===== src/rtl/tc_clk_gate_ctrl.sv =====
// Idle-driven clock-gate enable controller. Runs on the free-running clock.
// It gates after a run of idle cycles, reopens on activity or a wake request, and acks the request once the clock has settled.
module tc_clk_gate_ctrl #(
  parameter int IDLE_CYCLES = 16,
  parameter int WAKE_CYCLES = 2,
  parameter int STAT_W      = 32
) (
  input  logic              clk_i,
  input  logic              rst_ni,
  input  logic              test_en_i,
  input  logic              force_on_i,
  input  logic              busy_i,
  input  logic              wake_req_i,
  output logic              wake_ack_o,
  output logic              clk_en_o,
  output logic              gated_o,
  output logic [STAT_W-1:0] gated_cnt_o
);

  localparam int IW = (IDLE_CYCLES > 1) ? $clog2(IDLE_CYCLES) : 1;
  localparam int WW = (WAKE_CYCLES > 1) ? $clog2(WAKE_CYCLES) : 1;
  localparam logic [IW-1:0] IDLE_LAST = IW'(IDLE_CYCLES - 1);
  localparam logic [WW-1:0] WAKE_LOAD = (WAKE_CYCLES > 0) ? WW'(WAKE_CYCLES - 1) : '0;

  typedef enum logic [1:0] {
    ST_RUN   = 2'd0,
    ST_GATED = 2'd1,
    ST_WAKE  = 2'd2
  } state_t;

  state_t            state_reg;
  logic              en_reg;
  logic              ack_done_reg;
  logic              wake_ack_reg;
  logic [IW-1:0]     idle_cnt_reg;
  logic [WW-1:0]     wake_cnt_reg;
  logic [STAT_W-1:0] gated_cnt_reg;
  logic              idle;

  assign idle = !busy_i && !wake_req_i && !force_on_i;

  always_ff @(posedge clk_i or negedge rst_ni) begin
    if (!rst_ni) begin
      state_reg     <= ST_RUN;
      en_reg        <= 1'b1;
      ack_done_reg  <= 1'b0;
      wake_ack_reg  <= 1'b0;
      idle_cnt_reg  <= '0;
      wake_cnt_reg  <= '0;
      gated_cnt_reg <= '0;
    end else begin
      wake_ack_reg <= 1'b0;
      if (!wake_req_i) begin
        ack_done_reg <= 1'b0;
      end
      unique case (state_reg)
        ST_RUN: begin
          // Ack only once the clock is fully running; one pulse per request.
          if (wake_req_i && !ack_done_reg) begin
            wake_ack_reg <= 1'b1;
            ack_done_reg <= 1'b1;
          end
          if (!idle) begin
            idle_cnt_reg <= '0;
          end else if (idle_cnt_reg == IDLE_LAST) begin
            state_reg    <= ST_GATED;
            en_reg       <= 1'b0;
            idle_cnt_reg <= '0;
          end else begin
            idle_cnt_reg <= idle_cnt_reg + 1'b1;
          end
        end
        ST_GATED: begin
          gated_cnt_reg <= gated_cnt_reg + 1'b1;
          if (!idle) begin
            en_reg <= 1'b1;
            if (WAKE_CYCLES > 0) begin
              state_reg    <= ST_WAKE;
              wake_cnt_reg <= WAKE_LOAD;
            end else begin
              state_reg <= ST_RUN;
            end
          end
        end
        ST_WAKE: begin
          if (wake_cnt_reg == '0) begin
            state_reg <= ST_RUN;
          end else begin
            wake_cnt_reg <= wake_cnt_reg - 1'b1;
          end
        end
        default: begin
          state_reg <= ST_RUN;
          en_reg    <= 1'b1;
        end
      endcase
    end
  end

  // Test mode only forces the enable; the controller keeps running underneath.
  assign clk_en_o    = en_reg | test_en_i;
  assign gated_o     = (state_reg == ST_GATED);
  assign wake_ack_o  = wake_ack_reg;
  assign gated_cnt_o = gated_cnt_reg;

endmodule


===== config.mk =====
export PLATFORM = sky130hd
export DESIGN_NAME = tc_clk_gate_ctrl
export DESIGN_NICKNAME = d
export VERILOG_FILES = /design/src/rtl/tc_clk_gate_ctrl.sv
export SDC_FILE = /design/constraint.sdc
export NUM_CORES = 1
export LEC_CHECK = 0
export ABC_AREA = 1
export BUFFER_PORTS_ARGS = -buffer_cell sky130_fd_sc_hd__buf_2
export CAP_MARGIN = 20
export CORE_UTILIZATION = 30
export DETAILED_ROUTE_END_ITERATION = 12
export GPL_ROUTABILITY_DRIVEN = 0
export SLEW_MARGIN = 20
export SYNTH_ARGS = -nofsm -noshare
export SYNTH_HDL_FRONTEND = slang
export SYNTH_SLANG_ARGS = --single-unit

===== constraint.sdc =====
create_clock -name clk_i -period 1.5 [get_ports clk_i]
set_clock_uncertainty 0.2 [all_clocks]
set_input_delay 0.15 -clock clk_i [delete_from_list [all_inputs] [get_ports clk_i]]
set_output_delay 0.15 -clock clk_i [all_outputs]
set_load 0.02 [all_outputs]

Word-level counts from Yosys, hierarchy flattened. Index checks and enable logic that the tools add are counted.

Bits in registers: 42. Output and inout port bits: 35. Logic and storage cells: 49.

Add/subtract/negate cells: 3. Equal/unequal tests: 7. Multiplexer cells: 18. Bitwise gates (word level): 2. Reductions and logical operators: 12.

Operator list (count): adder 32 x 1 -> 32 bit (second input constant) (1); two-way mux 1 bit (9); two-way mux 2 bit (4); two-way mux 4 bit (2); inequality test 2 bit (second input constant) (4); AND reduction 4 bit (2); one-hot mux 2 bit (3 select lines) (1); adder 4 x 1 -> 4 bit (second input constant) (1); equality test 4 bit (second input constant) (1); logical NOT 1 bit (4); logical AND 1 bit (3); one-hot mux 1 bit (3 select lines) (1); equality test 2 x 1 -> 1 bit (second input constant) (1); equality test 2 bit (second input constant) (1); logical NOT 2 bit (1); one-hot mux 1 bit (2 select lines) (1); AND reduction 2 bit (1); nonzero test 2 bit (1); NOT 1 bit (1); bitwise OR 1 bit (1); subtractor 1 bit (second input constant) (1).

Longest topological paths before layout.
Depth in word-level cells: 5. Gate-level depth with buffers: 10.

Worst setup path before layout. No wires, ideal clock.

Kind: register to register. From: register gated_cnt_reg[1] (netlist: gated_cnt_o[1]). To: register gated_cnt_reg[20] (netlist: gated_cnt_o[20]). Setup time: 0.130 ns. Arrival time: 1.377 ns. Required time: 1.170 ns. Path slack: -0.208 ns. Cell stages (with the launch flop): 8. Path buffers: 0. Cell sequence: dfrtp_1 > ha_1 > nand2_1 > nor2_1 > nand2_1 > nor2_1 > nand2_2 > xnor2_1.

Longest elaborated chain between the ends: 1.

RTL lines: start: declaration (line 37) `logic [STAT_W-1:0] gated_cnt_reg;`; start signal: assignment (line 74) `gated_cnt_reg <= gated_cnt_reg + 1'b1;`; adder 32 x 1 -> 32 bit (line 74).

No other way between the ends. A chain may end at the register's enable or synchronous reset.

Worst setup path in the final report.
From: register state_reg[1]. To: register gated_cnt_reg[14] (netlist: gated_cnt_o[14]).

Longest elaborated chain between the ends: 1.

RTL lines: start: declaration (line 31) `state_t state_reg;`; start signal: assignment (line 44) `state_reg <= ST_RUN;`; start signal: assignment (line 66) `state_reg <= ST_GATED;`; start signal: assignment (line 78) `state_reg <= ST_WAKE;`; equality test 2 x 1 -> 1 bit (line 56) `unique case (state_reg)`.

No other way between the ends.

==> impl_metrics.py <==
metrics = {
    "outcome": {
        "status": "complete, but fails checks",
        "violations": "negative setup slack",
    },
    "die": {
        "die_w_um": 88.3,
        "initial_core_util": 0.310,
        "dieArea_um2": 7800,
        "die_h_um": 88.3,
        "rows": 31,
        "io_pins": 41,
        "coreArea_um2": 7210,
    },
    "synth": {
        "synth_cells": 287,
        "synth_area_um2": 2240,
        "ys.flop_type": "dfrtp_1",
        "yosysUniqueCellTypes": 23,
        "synth_top_area_cell": "dfrtp_1",
        "ys_ff_latch": 42,
        "synth_top_area_frac": 0.459,
        "synth-seq-area-share": 0.471,
        "synth_fp_nets": 295,
        "synth_area_leaders": "dfrtp_1 (46%), nand2_1 (15%), nor2_1 (6.9%)",
        "synth_most_common_cell": "nand2_1",
        "synth_warnings": 0,
        "yosys-top-cells-count": "nand2_1 (87), dfrtp_1 (41), nor2_1 (41)",
        "syn_avg_cell_area_um2": 7.79,
        "synthArstFlopShare": 1.00,
        "synth_edf_count": 0,
    },
    "critical_path": {
        "crit_family": "buffers and inverters",
        "worstPathRequired_ps": 1520,
        "path_buf_inv": 4,
        "endpoint_kind": "flop",
        "cp_slowest_cell": "dfrtp_1",
        "setup.worst_path.start_class": "flop",
        "worst-path-max-fanout": 7,
        "crit_path_cell_trace": "inv_2 -> nand2_4 -> inv_6 -> buf_12 -> nand3_2 -> buf_4 -> nor2_1 -> xor2_1",
        "cp.arrival_ps": 1670,
        "critical_path_class": "flop to flop",
        "slowest_delay_ps": 390,
    },
    "pwr": {
        "p_leak_nw": 1.73,
        "ir_worst_vdd_mv": 0.266,
        "total_power_mw": 2.12,
        "pwr_density_cell_nw_per_um2": 628,
    },
    "timing": {
        "fin_crit_ps": 1640,
        "finalHoldViolCount": 0,
        "hold_ws_ps": 151,
        "worst_slew_pin_slew_ps": 256,
        "finalSetupTns_ps": -676,
        "finalSetupViolCount": 15,
        "maxSlewHeadroom": 0.829,
        "maxSlewViolCount": 0,
        "rsz0062_at_grt": "true",
        "min_period_over_period": 1.10,
        "setup_ws_ps": -145,
        "fmax_mhz": 608,
    },
    "routing": {
        "routedWlPerCell_um": 12.5,
        "drt-initial-drc-count": 74,
        "dr.pass1.iters": 4,
        "finalWirelength_mm": 6.14,
        "vias": 2196,
        "via_per_inst": 4.46,
        "detail-route-antenna-nets": 0,
        "drcViolationCount": 0,
    },
    "clock_network": {
        "root_buffer": "clkbuf_8",
        "cts.clk_slew.worst_paths_ps": 90,
        "h-tree-depth": 2,
        "cts_tree": "yes",
        "cts_sinks": 42,
        "numCtsBuffers": 5,
        "clk_path_buf_depth": 2,
        "clock_latency_ps": 300,
    },
    "job": {
        "maxCapViolations": 0,
    },
    "placement": {
        "dp_hpwl_mm": 4.20,
        "pre_cts_ws_ps": -46.0,
        "io_buffer_count": 40,
        "dp.cells": 459,
    },
    "global_routing": {
        "grt_max_degree": 43,
        "grt_overflow": 0,
        "grt_pass1_vias": 2016,
        "antenna_found_initial": 0,
        "grt_use_total": 0.156,
        "grt_first_pass_wirelength_mm": 9.30,
    },
    "finish": {
        "drive_gt1_frac": 0.443,
        "nets": 400,
        "final_cells": 492,
        "fill_cells": 721,
        "largest_reg_flops": 32,
        "antenna_cells": 0,
        "area_growth_pct": 50.8,
    },
    "worst_hold_path": {
        "hold_class": "input port to asynchronous set/reset pin",
    },
}
-- stage by stage --
| stage | cell area [um^2] | util |
|---|---|---|
| 2_1_floorplan | 2290 | - |
| 3_3_place_gp | 2870 | 0.398 |
| 3_5_place_dp | 2870 | 0.398 |
| 4_1_cts | 3100 | 0.430 |
| 5_1_grt | 3370 | 0.467 |
| 6_report | 3370 | 0.467 |
-- cell type report --
class / instances / area (um^2) / area share
flip-flops and latches: 42 / 1060 / 0.315
inverters: 39 / 151 / 0.0449
well taps: 99 / 124 / 0.0367
clock inverters: 2 / 37.5 / 0.0111
clock buffers: 6 / 72.6 / 0.0215
repair buffers: 99 / 701 / 0.208
multi-input cells: 205 / 1220 / 0.363
-- worst paths after layout --
kind | slack [ps] | endpoint | from | depth (start not counted)
max in group asynchronous | 680 | en_reg | rst_ni | 3
min | 150 | idle_cnt_reg[3] | rst_ni | 3
max reg2reg | -140 | gated_cnt_o[14] | state_reg[1] | 8
max | -140 | gated_cnt_o[14] | state_reg[1] | 8
min in group clk_i | 250 | wake_ack_o | ack_done_reg | 1
min reg2reg | 250 | wake_ack_o | ack_done_reg | 1
-- report_power, final --
group | internal [mW] | total (mW) | leakage, nW | switching [mW]
sequential | 1.14 | 1.14 | 0.566 | 0.00315
clock | 0.497 | 0.906 | 0.0514 | 0.409
combinational | 0.0269 | 0.0689 | 1.11 | 0.0420
total | 1.66 | 2.12 | 1.73 | 0.454
-- layout by cell type, fill, tap and decap left out, types with 4 or more instances in the layout --
cell type,count
nand2_1,68
buf_4,52
buf_2,37
inv_1,35
dfrtp_1,33
nor2_1,19
nand2_2,18
nor2_2,16
nand3_1,15
xnor2_1,14
nor2_4,11
xor2_1,9
dfrtp_2,8
nand4_1,7
o21ai_0,6
nand2_4,5
clkbuf_8,5
nand3_2,4
dlygate4sd3_1,4
buf_6,4
-- worst register-to-register path: cells and delay by family (launching register included) --
kind                      cells  cell delay [ps]
buffers and inverters         4              440
DFF                           1              390
and+or+nand+nor               3              350
xor gates and xnor gates      1              180
-- logic make-up after synthesis --
| logic type | after synthesis | share of synthesized area |
|---|---|---|
| and+or+nand+nor | 168 | 0.330 |
| adders and majority gates | 2 | 0.0112 |
| AOI/OAI and AO/OA | 12 | 0.0280 |
| buffers and inverters | 40 | 0.0705 |
| xor gates and xnor gates | 23 | 0.0901 |
| DFF | 42 | 0.471 |
-- metal layers --
layer  track usage  up-vias  wire [um]
met4        0.0616        0         91
met2         0.264       47       3070
met3        0.0289        9        228
met5             0        -          0
met1         0.196     1045       2750
li1              -     1095          -
-- what timing repair did --
| action | CTS | global route |
|---|---|---|
| resized for setup | 13 | 50 |
| buffers inserted | 5 | 16 |
| hold buffers | 3 | 1 |
| endpoints found under the hold margin | 45 | 1 |
| endpoints found under the setup margin | 21 | 33 |
| gates cloned | 0 | 0 |
| pin swaps | 13 | 8 |
No activity file was read; power rests on OpenSTA's default activity.
